<file path="src/rtl/hazard_sequencer_pkg.sv">
// -----------------------------------------------------------------------------
// hazard_sequencer_pkg
// Shared pipeline-control definitions used by the hazard sequencer: the FSM
// state encoding, the default memory timeout, the widths of the wait and
// statistics counters, and the control-word type with its canned values.
// No ports (package).
// -----------------------------------------------------------------------------
package hazard_sequencer_pkg;

   localparam int unsigned REG_ADDR_W      = 5;
   localparam int unsigned WAIT_CNT_W      = 8;
   localparam int unsigned STALL_CNT_W     = 32;
   localparam int unsigned FLUSH_CNT_W     = 16;
   localparam int unsigned TIMEOUT_DEFAULT = 255;

   typedef enum logic [1:0] {
      ST_RUN   = 2'd0,
      ST_DWAIT = 2'd1,
      ST_IWAIT = 2'd2,
      ST_ERR   = 2'd3
   } state_e;

   // One control word drives every pipeline-register enable in a cycle.
   typedef struct packed {
      logic pc_we;
      logic stall_ifid;
      logic stall_idexe;
      logic stall_exemem;
      logic stall_memwb;
      logic flush_ifid;
      logic flush_idexe;
      logic error;
   } ctl_t;

   // Free-running pipeline.
   localparam ctl_t CTL_RUN      = '{1'b1, 1'b0, 1'b0, 1'b0, 1'b0, 1'b0, 1'b0, 1'b0};
   // Freeze the whole pipeline while the data memory is busy.
   localparam ctl_t CTL_HOLD_ALL = '{1'b0, 1'b1, 1'b1, 1'b1, 1'b1, 1'b0, 1'b0, 1'b0};
   // Load-use: keep the consumer in ID, send a bubble into EXE.
   localparam ctl_t CTL_BUBBLE   = '{1'b0, 1'b1, 1'b0, 1'b0, 1'b0, 1'b0, 1'b1, 1'b0};
   // Fetch miss: hold PC, bubble into ID, let the older instructions drain.
   localparam ctl_t CTL_FETCH    = '{1'b0, 1'b0, 1'b0, 1'b0, 1'b0, 1'b1, 1'b0, 1'b0};
   // Taken branch without delay slot: squash the wrong-path fetch.
   localparam ctl_t CTL_BRANCH   = '{1'b1, 1'b0, 1'b0, 1'b0, 1'b0, 1'b1, 1'b0, 1'b0};
   // Memory timeout: freeze everything and flag the error.
   localparam ctl_t CTL_ERROR    = '{1'b0, 1'b1, 1'b1, 1'b1, 1'b1, 1'b0, 1'b0, 1'b1};

endpackage : hazard_sequencer_pkg

</file>
<file path="src/rtl/sat_counter.sv">
// -----------------------------------------------------------------------------
// sat_counter
// Event counter that increments when enabled and sticks at all-ones.
//   CLOCK   : clock
//   RESET   : asynchronous, active-low reset (count cleared)
//   inc_i   : count this cycle
//   count_o : current count
// -----------------------------------------------------------------------------
module sat_counter #(
   parameter int unsigned WIDTH = 16
) (
   input  logic             CLOCK,
   input  logic             RESET,
   input  logic             inc_i,
   output logic [WIDTH-1:0] count_o
);

   logic [WIDTH-1:0] count_q;
   logic [WIDTH-1:0] count_d;

   always_comb begin
      count_d = count_q;
      if (inc_i && (count_q != '1)) begin
         count_d = count_q + 1'b1;
      end
   end

   // NOTE: sequential state uses non-blocking assignments so every register
   // samples the pre-edge value of its neighbours.
   always_ff @(posedge CLOCK or negedge RESET) begin
      if (!RESET) begin
         count_q <= '0;
      end else begin
         count_q <= count_d;
      end
   end

   assign count_o = count_q;

endmodule : sat_counter

</file>
<file path="src/rtl/hazard_sequencer.sv">
// -----------------------------------------------------------------------------
// hazard_sequencer
// Pipeline hazard controller for a 5-stage in-order core. Detects load-use
// hazards, data/instruction memory misses and taken branches, and drives the
// PC enable plus per-register stall/flush controls. Memory waits are tracked
// by a RUN/DWAIT/IWAIT/ERR FSM with a timeout into a sticky error state.
//   CLOCK, RESET                      : clock, async active-low reset
//   ID_RS/RT, ID_USES_RS/RT           : source operands of the ID instruction
//   IDEXE_MEMREAD/WE/WREG             : producer held in ID/EXE
//   BRANCH_TAKEN                      : ID resolved a taken branch/jump
//   EXEMEM_MEMACC                     : MEM stage accesses data memory
//   DMEM_READY, IMEM_READY            : memory completion strobes
//   PC_WE, STALL_*, FLUSH_*           : pipeline register controls
//   ERROR                             : sticky memory timeout
//   STALL_CYCLES, FLUSH_COUNT         : saturating statistics
// -----------------------------------------------------------------------------
module hazard_sequencer
   import hazard_sequencer_pkg::*;
#(
   parameter int unsigned TIMEOUT    = TIMEOUT_DEFAULT,
   parameter bit          DELAY_SLOT = 1'b1
) (
   input  logic                   CLOCK,
   input  logic                   RESET,
   input  logic [REG_ADDR_W-1:0]  ID_RS,
   input  logic [REG_ADDR_W-1:0]  ID_RT,
   input  logic                   ID_USES_RS,
   input  logic                   ID_USES_RT,
   input  logic                   IDEXE_MEMREAD,
   input  logic                   IDEXE_WE,
   input  logic [REG_ADDR_W-1:0]  IDEXE_WREG,
   input  logic                   BRANCH_TAKEN,
   input  logic                   EXEMEM_MEMACC,
   input  logic                   DMEM_READY,
   input  logic                   IMEM_READY,
   output logic                   PC_WE,
   output logic                   STALL_IFID,
   output logic                   STALL_IDEXE,
   output logic                   STALL_EXEMEM,
   output logic                   STALL_MEMWB,
   output logic                   FLUSH_IFID,
   output logic                   FLUSH_IDEXE,
   output logic                   ERROR,
   output logic [STALL_CNT_W-1:0] STALL_CYCLES,
   output logic [FLUSH_CNT_W-1:0] FLUSH_COUNT
);

   localparam logic [WAIT_CNT_W-1:0] TIMEOUT_CNT = WAIT_CNT_W'(TIMEOUT);

   state_e                state_q;
   state_e                state_d;
   logic [WAIT_CNT_W-1:0] wait_cnt_q;
   logic [WAIT_CNT_W-1:0] wait_cnt_d;

   logic rs_hit;
   logic rt_hit;
   logic load_use;
   logic data_miss;
   logic inst_miss;
   logic branch_flush;
   logic timed_out;
   ctl_t run_ctl;
   ctl_t ctl;

   // ---------------------------------------------------------------------------
   // Event detection. Register 0 is hard-wired, so a load into it never
   // creates a dependency.
   // ---------------------------------------------------------------------------
   assign rs_hit       = ID_USES_RS && (ID_RS == IDEXE_WREG);
   assign rt_hit       = ID_USES_RT && (ID_RT == IDEXE_WREG);
   assign load_use     = IDEXE_MEMREAD && IDEXE_WE && (IDEXE_WREG != '0) &&
                         (rs_hit || rt_hit);
   assign data_miss    = EXEMEM_MEMACC && !DMEM_READY;
   assign inst_miss    = !IMEM_READY;
   assign branch_flush = BRANCH_TAKEN && !DELAY_SLOT;
   assign timed_out    = (wait_cnt_q == TIMEOUT_CNT);

   // ---------------------------------------------------------------------------
   // State register
   // ---------------------------------------------------------------------------
   // NOTE: the reset is asynchronous, so RESET sits in the sensitivity list
   // and clears the FSM without waiting for a clock edge.
   always_ff @(posedge CLOCK or negedge RESET) begin
      if (!RESET) begin
         state_q    <= ST_RUN;
         wait_cnt_q <= '0;
      end else begin
         state_q    <= state_d;
         wait_cnt_q <= wait_cnt_d;
      end
   end

   // ---------------------------------------------------------------------------
   // Next-state logic
   // ---------------------------------------------------------------------------
   // NOTE: every signal written here gets a default first, so no path leaves
   // it unassigned and no latch is inferred.
   always_comb begin
      state_d = state_q;
      case (state_q)
         ST_RUN: begin
            // A load-use bubble outranks a fetch miss; the miss is taken up
            // again next cycle once the bubble has gone through.
            if (data_miss) begin
               state_d = ST_DWAIT;
            end else if (!load_use && inst_miss) begin
               state_d = ST_IWAIT;
            end
         end
         ST_DWAIT: begin
            if (DMEM_READY) begin
               state_d = ST_RUN;
            end else if (timed_out) begin
               state_d = ST_ERR;
            end
         end
         ST_IWAIT: begin
            if (data_miss) begin
               state_d = ST_DWAIT;
            end else if (IMEM_READY) begin
               state_d = ST_RUN;
            end else if (timed_out) begin
               state_d = ST_ERR;
            end
         end
         ST_ERR:  state_d = ST_ERR;
         default: state_d = ST_RUN;
      endcase

      // Counter restarts at zero on any entry into a wait state (including
      // IWAIT -> DWAIT) and counts every further cycle spent there.
      wait_cnt_d = '0;
      if ((state_d == ST_DWAIT) || (state_d == ST_IWAIT)) begin
         if (state_d == state_q) begin
            wait_cnt_d = wait_cnt_q + 1'b1;
         end
      end
   end

   // ---------------------------------------------------------------------------
   // Output logic: combinational so a hazard acts in the cycle it is seen.
   // ---------------------------------------------------------------------------
   always_comb begin
      run_ctl = CTL_RUN;
      if (data_miss) begin
         run_ctl = CTL_HOLD_ALL;
      end else if (load_use) begin
         run_ctl = CTL_BUBBLE;
      end else if (inst_miss) begin
         run_ctl = CTL_FETCH;
      end else if (branch_flush) begin
         run_ctl = CTL_BRANCH;
      end

      ctl = run_ctl;
      case (state_q)
         // The READY cycle itself already runs normally.
         ST_DWAIT: ctl = DMEM_READY ? run_ctl : CTL_HOLD_ALL;
         ST_ERR:   ctl = CTL_ERROR;
         default:  ctl = run_ctl;
      endcase
   end

   assign PC_WE        = ctl.pc_we;
   assign STALL_IFID   = ctl.stall_ifid;
   assign STALL_IDEXE  = ctl.stall_idexe;
   assign STALL_EXEMEM = ctl.stall_exemem;
   assign STALL_MEMWB  = ctl.stall_memwb;
   assign FLUSH_IFID   = ctl.flush_ifid;
   assign FLUSH_IDEXE  = ctl.flush_idexe;
   assign ERROR        = ctl.error;

   // ---------------------------------------------------------------------------
   // Statistics
   // ---------------------------------------------------------------------------
   sat_counter #(
      .WIDTH (STALL_CNT_W)
   ) u_stall_cnt (
      .CLOCK   (CLOCK),
      .RESET   (RESET),
      .inc_i   (!ctl.pc_we),
      .count_o (STALL_CYCLES)
   );

   sat_counter #(
      .WIDTH (FLUSH_CNT_W)
   ) u_flush_cnt (
      .CLOCK   (CLOCK),
      .RESET   (RESET),
      .inc_i   (ctl.flush_ifid || ctl.flush_idexe),
      .count_o (FLUSH_COUNT)
   );

endmodule : hazard_sequencer

</file>
<file path="config.mk">
export PLATFORM = sky130hd
export DESIGN_NAME = hazard_sequencer
export DESIGN_NICKNAME = d
export VERILOG_FILES = /design/src/rtl/hazard_sequencer_pkg.sv /design/src/rtl/sat_counter.sv /design/src/rtl/hazard_sequencer.sv
export SDC_FILE = /design/constraint.sdc
export NUM_CORES = 1
export LEC_CHECK = 0
export ABC_AREA = 1
export ABC_CLOCK_PERIOD_IN_PS = 1800
export CAP_MARGIN = 20
export CORE_MARGIN = 2
export CORE_UTILIZATION = 47
export CTS_CLUSTER_DIAMETER = 50
export CTS_CLUSTER_SIZE = 10
export DETAILED_ROUTE_END_ITERATION = 10
export PLACE_DENSITY = 0.77
export SLEW_MARGIN = 40
export SYNTH_ARGS = -nofsm -noshare
export SYNTH_HDL_FRONTEND = slang
export SYNTH_SLANG_ARGS = --single-unit
</file>
<file path="constraint.sdc">
create_clock -name CLOCK -period 1.8 [get_ports CLOCK]
set_clock_uncertainty 0.15 [all_clocks]
set_input_delay 0.36 -clock CLOCK [delete_from_list [all_inputs] [get_ports CLOCK]]
set_output_delay 0.36 -clock CLOCK [all_outputs]
set_load 0.03 [all_outputs]
</file>
==> metrics.md, run 1 <==
| Metric | Value |
|---|---|
| Die X | 94.8 um |
| CP Launch Type | flop |
| Violated checks | setup timing |
| Initial core utilization | ~48% |
| Initial antenna violation count | 0 |
| Status | finished with violations |
| Minimum clock period | 1970 ps |
| Vias per cell | 5.65 |
| Clock buffer count from CTS | 9 |
| Delay-heaviest family, CP | flip-flops |
| Full die area | roughly 0.0090 mm^2 |
| Worst Tran Pin Value | approximately 440 ps |
| Clk sink count | 58 |
| Synth Warn # | 0 |
| Final Hold Fails | 0 |
| Share of cells above drive strength 1 | 43.5% |
| ANT nets after route | 0 |
| Fin crit share | 109% |
| CTS Root Cell | clkbuf_8 |
| Rel. slew slack | 70.5% |
| Reg2reg path depth | 10 |
| Slowest CP cell | dfrtp_2 |
| CP Data Arrival Time | 1460 ps |
| Fin nets | 747 |
| Sequential element share of the synthesized area | between 30% and 40% |
| Die span in y | ~95 um |
| Total Wirelength | between 10000 and 15000 um |
| Post-Syn Nets | 581 |
| Core area | 0.00809 mm^2 |
| Detailed Routing Iterations Pass 1 | 7 |
| CTS tree | yes |
| Synth cell types | 33 |
| Clk pin slew, worst setup/hold paths | 80 ps |
| H-tree levels | 3 |
| CP required | 1290 ps |
| Final setup margin | -167 ps |
| First-pass GRT wire length | 18200 um |
| CP most frequent cell | o21ai_4 |
| Setup violators final | 55 |
| Max-slew violations | 0 |
| CP Capture Type | output pin |
| Crit path largest cell delay | 440 ps |
| Row cnt | 33 |
| Share of the synthesized area in the top cell type | 37.5% |
| Clock latency on the worst-skew pair | 360 ps |
| Diodes inserted | 0 |
| Final core occ | around 78% |
| Max-cap violations | 0 |
| Vias in the first global route | 3887 |
| Design area | 0.00629 mm^2 |
| Avg Cell Area, Syn | about 7 um^2 |
| Synth Register Bits | 58 |
| Largest cells by area after synthesis | dfrtp_1 (37%), nand2_1 (19%), nand3_1 (7.5%) |
| Max Clk Rate | 508 MHz |
| RSZ-0062 raised after global routing | yes |
| Area grow syn2layout | 62.5% |
| Wirelength per Cell | 17.5 um |
| Initial drt markers | 382 |
| Worst-path maximum fanout | 4 |
| Peak VDD IR | 683 uV |
| P per Cell Area | 988 mW/mm^2 |
| Boundary Pins | 81 |
| Hold Crit Class | input pin to asynchronous set/reset pin |
| Lkg Pwr | between 3 and 4 nW |
| Gr ovfl total | 0 |
| Port bufs | 79 |
| Mapped Area | 0.00387 mm^2 |
| CP cell instances | o21ai_4 -> o21ai_4 -> inv_2 -> nand2_4 -> nor2_4 -> buf_6 |
| Tot GR Track Use | 25.8% |
| Area after detailed placement | 0.00514 mm^2 |
| Largest net degree at the start of global routing | 26 |
| GPL Wtd Cong | 0.955 |
| Critical path buffers and inverters | 2 |
| Area leader, netlist | dfrtp_1 |
| HPWL Detailed | 7900 um |
| DRC viols | 0 |
| Cells after synthesis | 553 |
| Crit path depth | 6 |
| Pre-CTS setup slack | -565 ps |
| Crit path kind | flop to output pin |
| Clock buffer depth | 2 |
| Vias post-DR | 4680 |
[layout by cell type (no fill, tap or decap), drive strengths merged, types with 2 or more instances in the layout]
master / synthesis / layout
nand2: 201 / 204
buf: 11 / 106
nor2: 66 / 66
nand3: 61 / 61
dfrtp: 58 / 58
inv: 56 / 56
dlygate4sd2: 0 / 46
xor2: 25 / 25
clkbuf: 2 / 22
xnor2: 19 / 19
nor3: 17 / 17
o21ai: 16 / 16
nand4: 11 / 11
ha: 3 / 3
clkdlybuf4s15: 0 / 3
nor3b: 2 / 2
[cells in the mapped netlist, drive strengths merged]
cell,instances
clkbuf,2
a31o,1
nand2,201
nor3b,2
dfrtp,58
inv,56
buf,11
ha,3
nor2,66
a21oi,1
xnor2,19
nand4,11
nand3b,1
nand3,61
o22ai,1
xor2,25
nor4,1
nor3,17
o21ai,16
[per-stage QoR]
| step | hold WS, ps | std cells | total power, mW | TNS [ps] |
|---|---|---|---|---|
| after floorplan | -85.6 | 553 | 3.03 | -275 |
| after global placement | 165 | 764 | 3.74 | -26810 |
| after detailed placement | 173 | 764 | 3.81 | -29940 |
| after CTS | 344 | 790 | 5.20 | -318 |
| after global routing | 354 | 829 | 6.48 | -8130 |
| final | 317 | 829 | 6.21 | -4580 |
[repair_timing]
action | 4_1_cts | 5_1_grt
resized for setup | 135 | 183
setup buffers | 9 | 31
hold endpoints to repair | 15 | 0
cloned | 0 | 9
pin swaps | 32 | 62
hold buffers | 1 | 0
setup endpoints to repair | 111 | 67
[path summary, 6_finish.rpt]
path,endpoint,slack [ps],startpoint
worst max-delay path,FLUSH_IFID,-170,state_q[1]
worst min-delay path,u_stall_cnt.count_o[6],320,RESET
worst max register to register,wait_cnt_q[1],-150,state_q[1]
worst min register to register,u_stall_cnt.count_o[31],380,u_stall_cnt.count_o[31]
max in group asynchronous,u_flush_cnt.count_o[6],620,RESET
min in group CLOCK,u_stall_cnt.count_o[31],380,u_stall_cnt.count_o[31]
[final cells by class]
cell class              instances  area [um^2]
flip-flops and latches         58         1480
well taps                     105          131
clock buffers                  14          173
multi-input cells             429         2770
repair buffers                165         1470
fillers                       530         1800
clock inverters                 2         35.0
inverters                      56          220
[registers in the layout, summed over array words and instances, names as in the netlist]
name / cells
u_flush_cnt.count_o: 16
wait_cnt_q: 8
state_q: 2
u_stall_cnt.count_o: 32
[logic make-up (layout without fill, tap and decap cells)]
kind of cell,Yosys count,after routing,synth area share [%]
AOI/OAI and AO/OA,19,19,2.97
xor gates and xnor gates,44,44,9.95
adders and majority gates,3,3,0.969
buffers and inverters,69,237,7.82
DFF,58,58,37.5
and+or+nand+nor,360,363,40.8
[routing by layer]
| layer | share of wire (%) | GRT usage, % | up-vias |
|---|---|---|---|
| met1 | 38 | 34.1 | 2215 |
| li1 | - | - | 2089 |
| met4 | 4.5 | 8.82 | 0 |
| met2 | 50 | 41.7 | 297 |
| met5 | 0 | 0 | - |
| met3 | 7.5 | 5.91 | 79 |
[report_power, final]
| group | internal (mW) | leakage (nW) | switching [mW] |
|---|---|---|---|
| clock | 0.752 | 0.107 | 0.554 |
| sequential | 1.47 | 0.752 | 0.244 |
| combinational | 1.32 | 2.42 | 1.87 |
Power figures use the tool's default switching activity.
==> run 2, diff against run 1 <==
- ABC_CLOCK_PERIOD_IN_PS: 1800 -> 2400
- CORE_MARGIN: 2 -> 4
- CORE_UTILIZATION: 47 -> 55
- PLACE_DENSITY: 0.77 -> 0.85
- clock period: 1.8 -> 2.4 ns (I/O delays scaled with it)
==> metrics.md, run 2 (same netlist as run 1, synthesis figures left out) <==
| Metric | Value |
|---|---|
| Status | completed (was finished with violations) |
| Worst-path maximum fanout | 4 (unchanged) |
| P per Cell Area | 708 mW/mm^2 (was 988 mW/mm^2) |
| Initial core utilization | 56.7% (was 47.9%) |
| Most common cell after layout, fill and taps aside | nand2_1 (unchanged) |
| Tot GR Track Use | 24.6% (was 25.8%) |
| Minimum clock period | between 2000 and 2500 ps |
| Clock latency on the worst-skew pair | 340 ps (was 360 ps) |
| Max Clk Rate | approximately 430 MHz |
| First-pass GRT wire length | 16800 um (was 18200 um) |
| Lkg Pwr | 2.45 nW (was 3.28 nW) |
| GPL Wtd Cong | 0.989 (was 0.955) |
| Post-cts hold buffer count | 0 (was 1) |
| Vias per cell | 5.20 (was 5.65) |
| HPWL Detailed | 7390 um (was 7900 um) |
| Core area | 0.00683 mm^2 (was 0.00809 mm^2) |
| CP Capture Type | output pin (unchanged) |
| Max reg flops | 32 (unchanged) |
| CP Data Arrival Time | 1700 ps (was 1460 ps) |
| Hold WS | 48.2 ps (was 317 ps) |
| Most frequent cells in the layout | nand2_1 (195), nor2_1 (61), nand3_1 (58), dfrtp_1 (58), clkdlybuf4s50_1 (56) (was nand2_1 (130), buf_4 (68), nand2_2 (55)) |
| Clk pin slew, worst setup/hold paths | 70 ps (was 80 ps) |
| Port bufs | 79 (unchanged) |
| Area grow syn2layout | 30.4% (was 62.5%) |
| H-tree levels | 3 (unchanged) |
| Vias in the first global route | 3621 (was 3887) |
| Clk sink count | 58 (unchanged) |
| Total power | 3.58 mW (was 6.21 mW) |
| Clock buffer depth | 2 (unchanged) |
| Hold Crit Class | input pin to asynchronous set/reset pin (unchanged) |
| ANT nets after route | 0 (unchanged) |
| Wirelength per Cell | 13.5 um (was 17.5 um) |
| Max-slew violations | 0 (unchanged) |
| Share of cells above drive strength 1 | 10.7% (was 43.5%) |
| Final core occ | 73.9% (was 77.7%) |
| Gr ovfl total | 0 (unchanged) |
| Detailed Routing Iterations Pass 1 | 6 (was 7) |
| Die span in y | 91.9 um (was 94.8 um) |
| CTS Root Cell | clkbuf_8 (unchanged) |
| CTS tree | yes (unchanged) |
| Initial drt markers | 229 (was 382) |
| Clock buffer count from CTS | 9 (unchanged) |
| Boundary Pins | 81 (unchanged) |
| Die X | 91.9 um (was 94.8 um) |
| Row cnt | 30 (was 33) |
| Filler instances | 573 (was 530) |
| DRC viols | 0 (unchanged) |
| Crit path kind | input pin to output pin (was flop to output pin) |
| CP required | 1770 ps (was 1290 ps) |
| Initial antenna violation count | 0 (unchanged) |
| Diodes inserted | 0 (unchanged) |
| Largest net degree at the start of global routing | 59 (was 26) |
| Max-cap violations | 0 (unchanged) |
| Full die area | 0.00845 mm^2 (was 0.00898 mm^2) |
| Total Wirelength | 10100 um (was 14500 um) |
| Fin nets | 675 (was 747) |
| CP Launch Type | input pin (was flop) |
| Worst Tran Pin Value | 535 ps (was 443 ps) |
| Peak VDD IR | 434 uV (was 683 uV) |
| Fin crit share | 97.1% |
| Rel. slew slack | 64.3% (was 70.5%) |
| Setup violators final | 0 (was 55) |
| Final Hold Fails | 0 (unchanged) |
| Vias post-DR | 3889 (was 4680) |
run 2: cell count changes in the layout (fill, tap and decap cells not counted), moves of 13 or more:
cell	delta
dfrtp_1	+26
nor2_1	+23
buf_4	-49
nor2_2	-19
clkdlybuf4s50_1	+55
buf_6	-16
dfrtp_2	-26
buf_2	-13
dlygate4sd2_1	-37
nand2_4	-13
nand2_2	-50
o21ai_0	+13
nand2_1	+65
run 2: worst max-delay path: stages:
cell and delay, ps:
clkdlybuf4s50_1 470, nand2_1 50, nor2_1 120, nand3_1 90
nand2_1 80, nand2_2 90, nand2_2 90, nor2_1 50
buf_4 170
run 2: through the flow:
stage	worst slack (ps)	instances	area (um^2)	setup TNS, ps
CTS	0.212	748	5030	0
detailed placement	-128	730	4820	-1780
global placement	-85.7	730	4820	-659
finish	70.7	748	5050	0
global route	-3.00	748	5050	-4.06
floorplan	99.1	553	3870	0
run 2: routing by layer:
layer,part of all wire (%),GRT usage (%),routed length [um]
met5,0,0,0
met4,1.3,8.54,130
met3,5.3,5.00,541
met2,48,38.9,4840
met1,46,33.7,4620
run 2: final cells by class:
cell class,instances,area [um^2],area share (%)
multi-input cells,426,2130,42.2
flip-flops and latches,58,1450,28.7
repair buffers,96,945,18.7
inverters,56,210,4.16
clock buffers,12,165,3.27
well taps,96,120,2.38
clock inverters,4,25.0,0.496
run 2: timing repair:
action | 4_1_cts | 5_1_grt
gates resized for setup | 13 | 7
buffers inserted | 2 | 0
pin swaps | 8 | 8
endpoints found under the setup margin | 3 | 12
run 2: path summary, 6_finish.rpt:
check	from	end	slack [ps]	depth (start not counted)
setup / recovery	ID_USES_RT	FLUSH_IFID	70	9
hold / removal	RESET	u_stall_cnt.count_o[8]	50	2
setup reg to reg	u_flush_cnt.count_o[0]	u_flush_cnt.count_o[15]	270	9
hold reg to reg	u_stall_cnt.count_o[31]	u_stall_cnt.count_o[31]	370	2
max in group asynchronous	RESET	u_flush_cnt.count_o[9]	1670	2
min in group CLOCK	u_stall_cnt.count_o[31]	u_stall_cnt.count_o[31]	370	2
run 2: power breakdown:
group          total [mW]  switching [mW]  internal (mW)  leakage (nW)
sequential           1.26           0.166           1.09         0.791
combinational        1.46           0.906          0.554          1.56
clock               0.858           0.403          0.455        0.0944
total                3.58            1.47           2.10          2.45
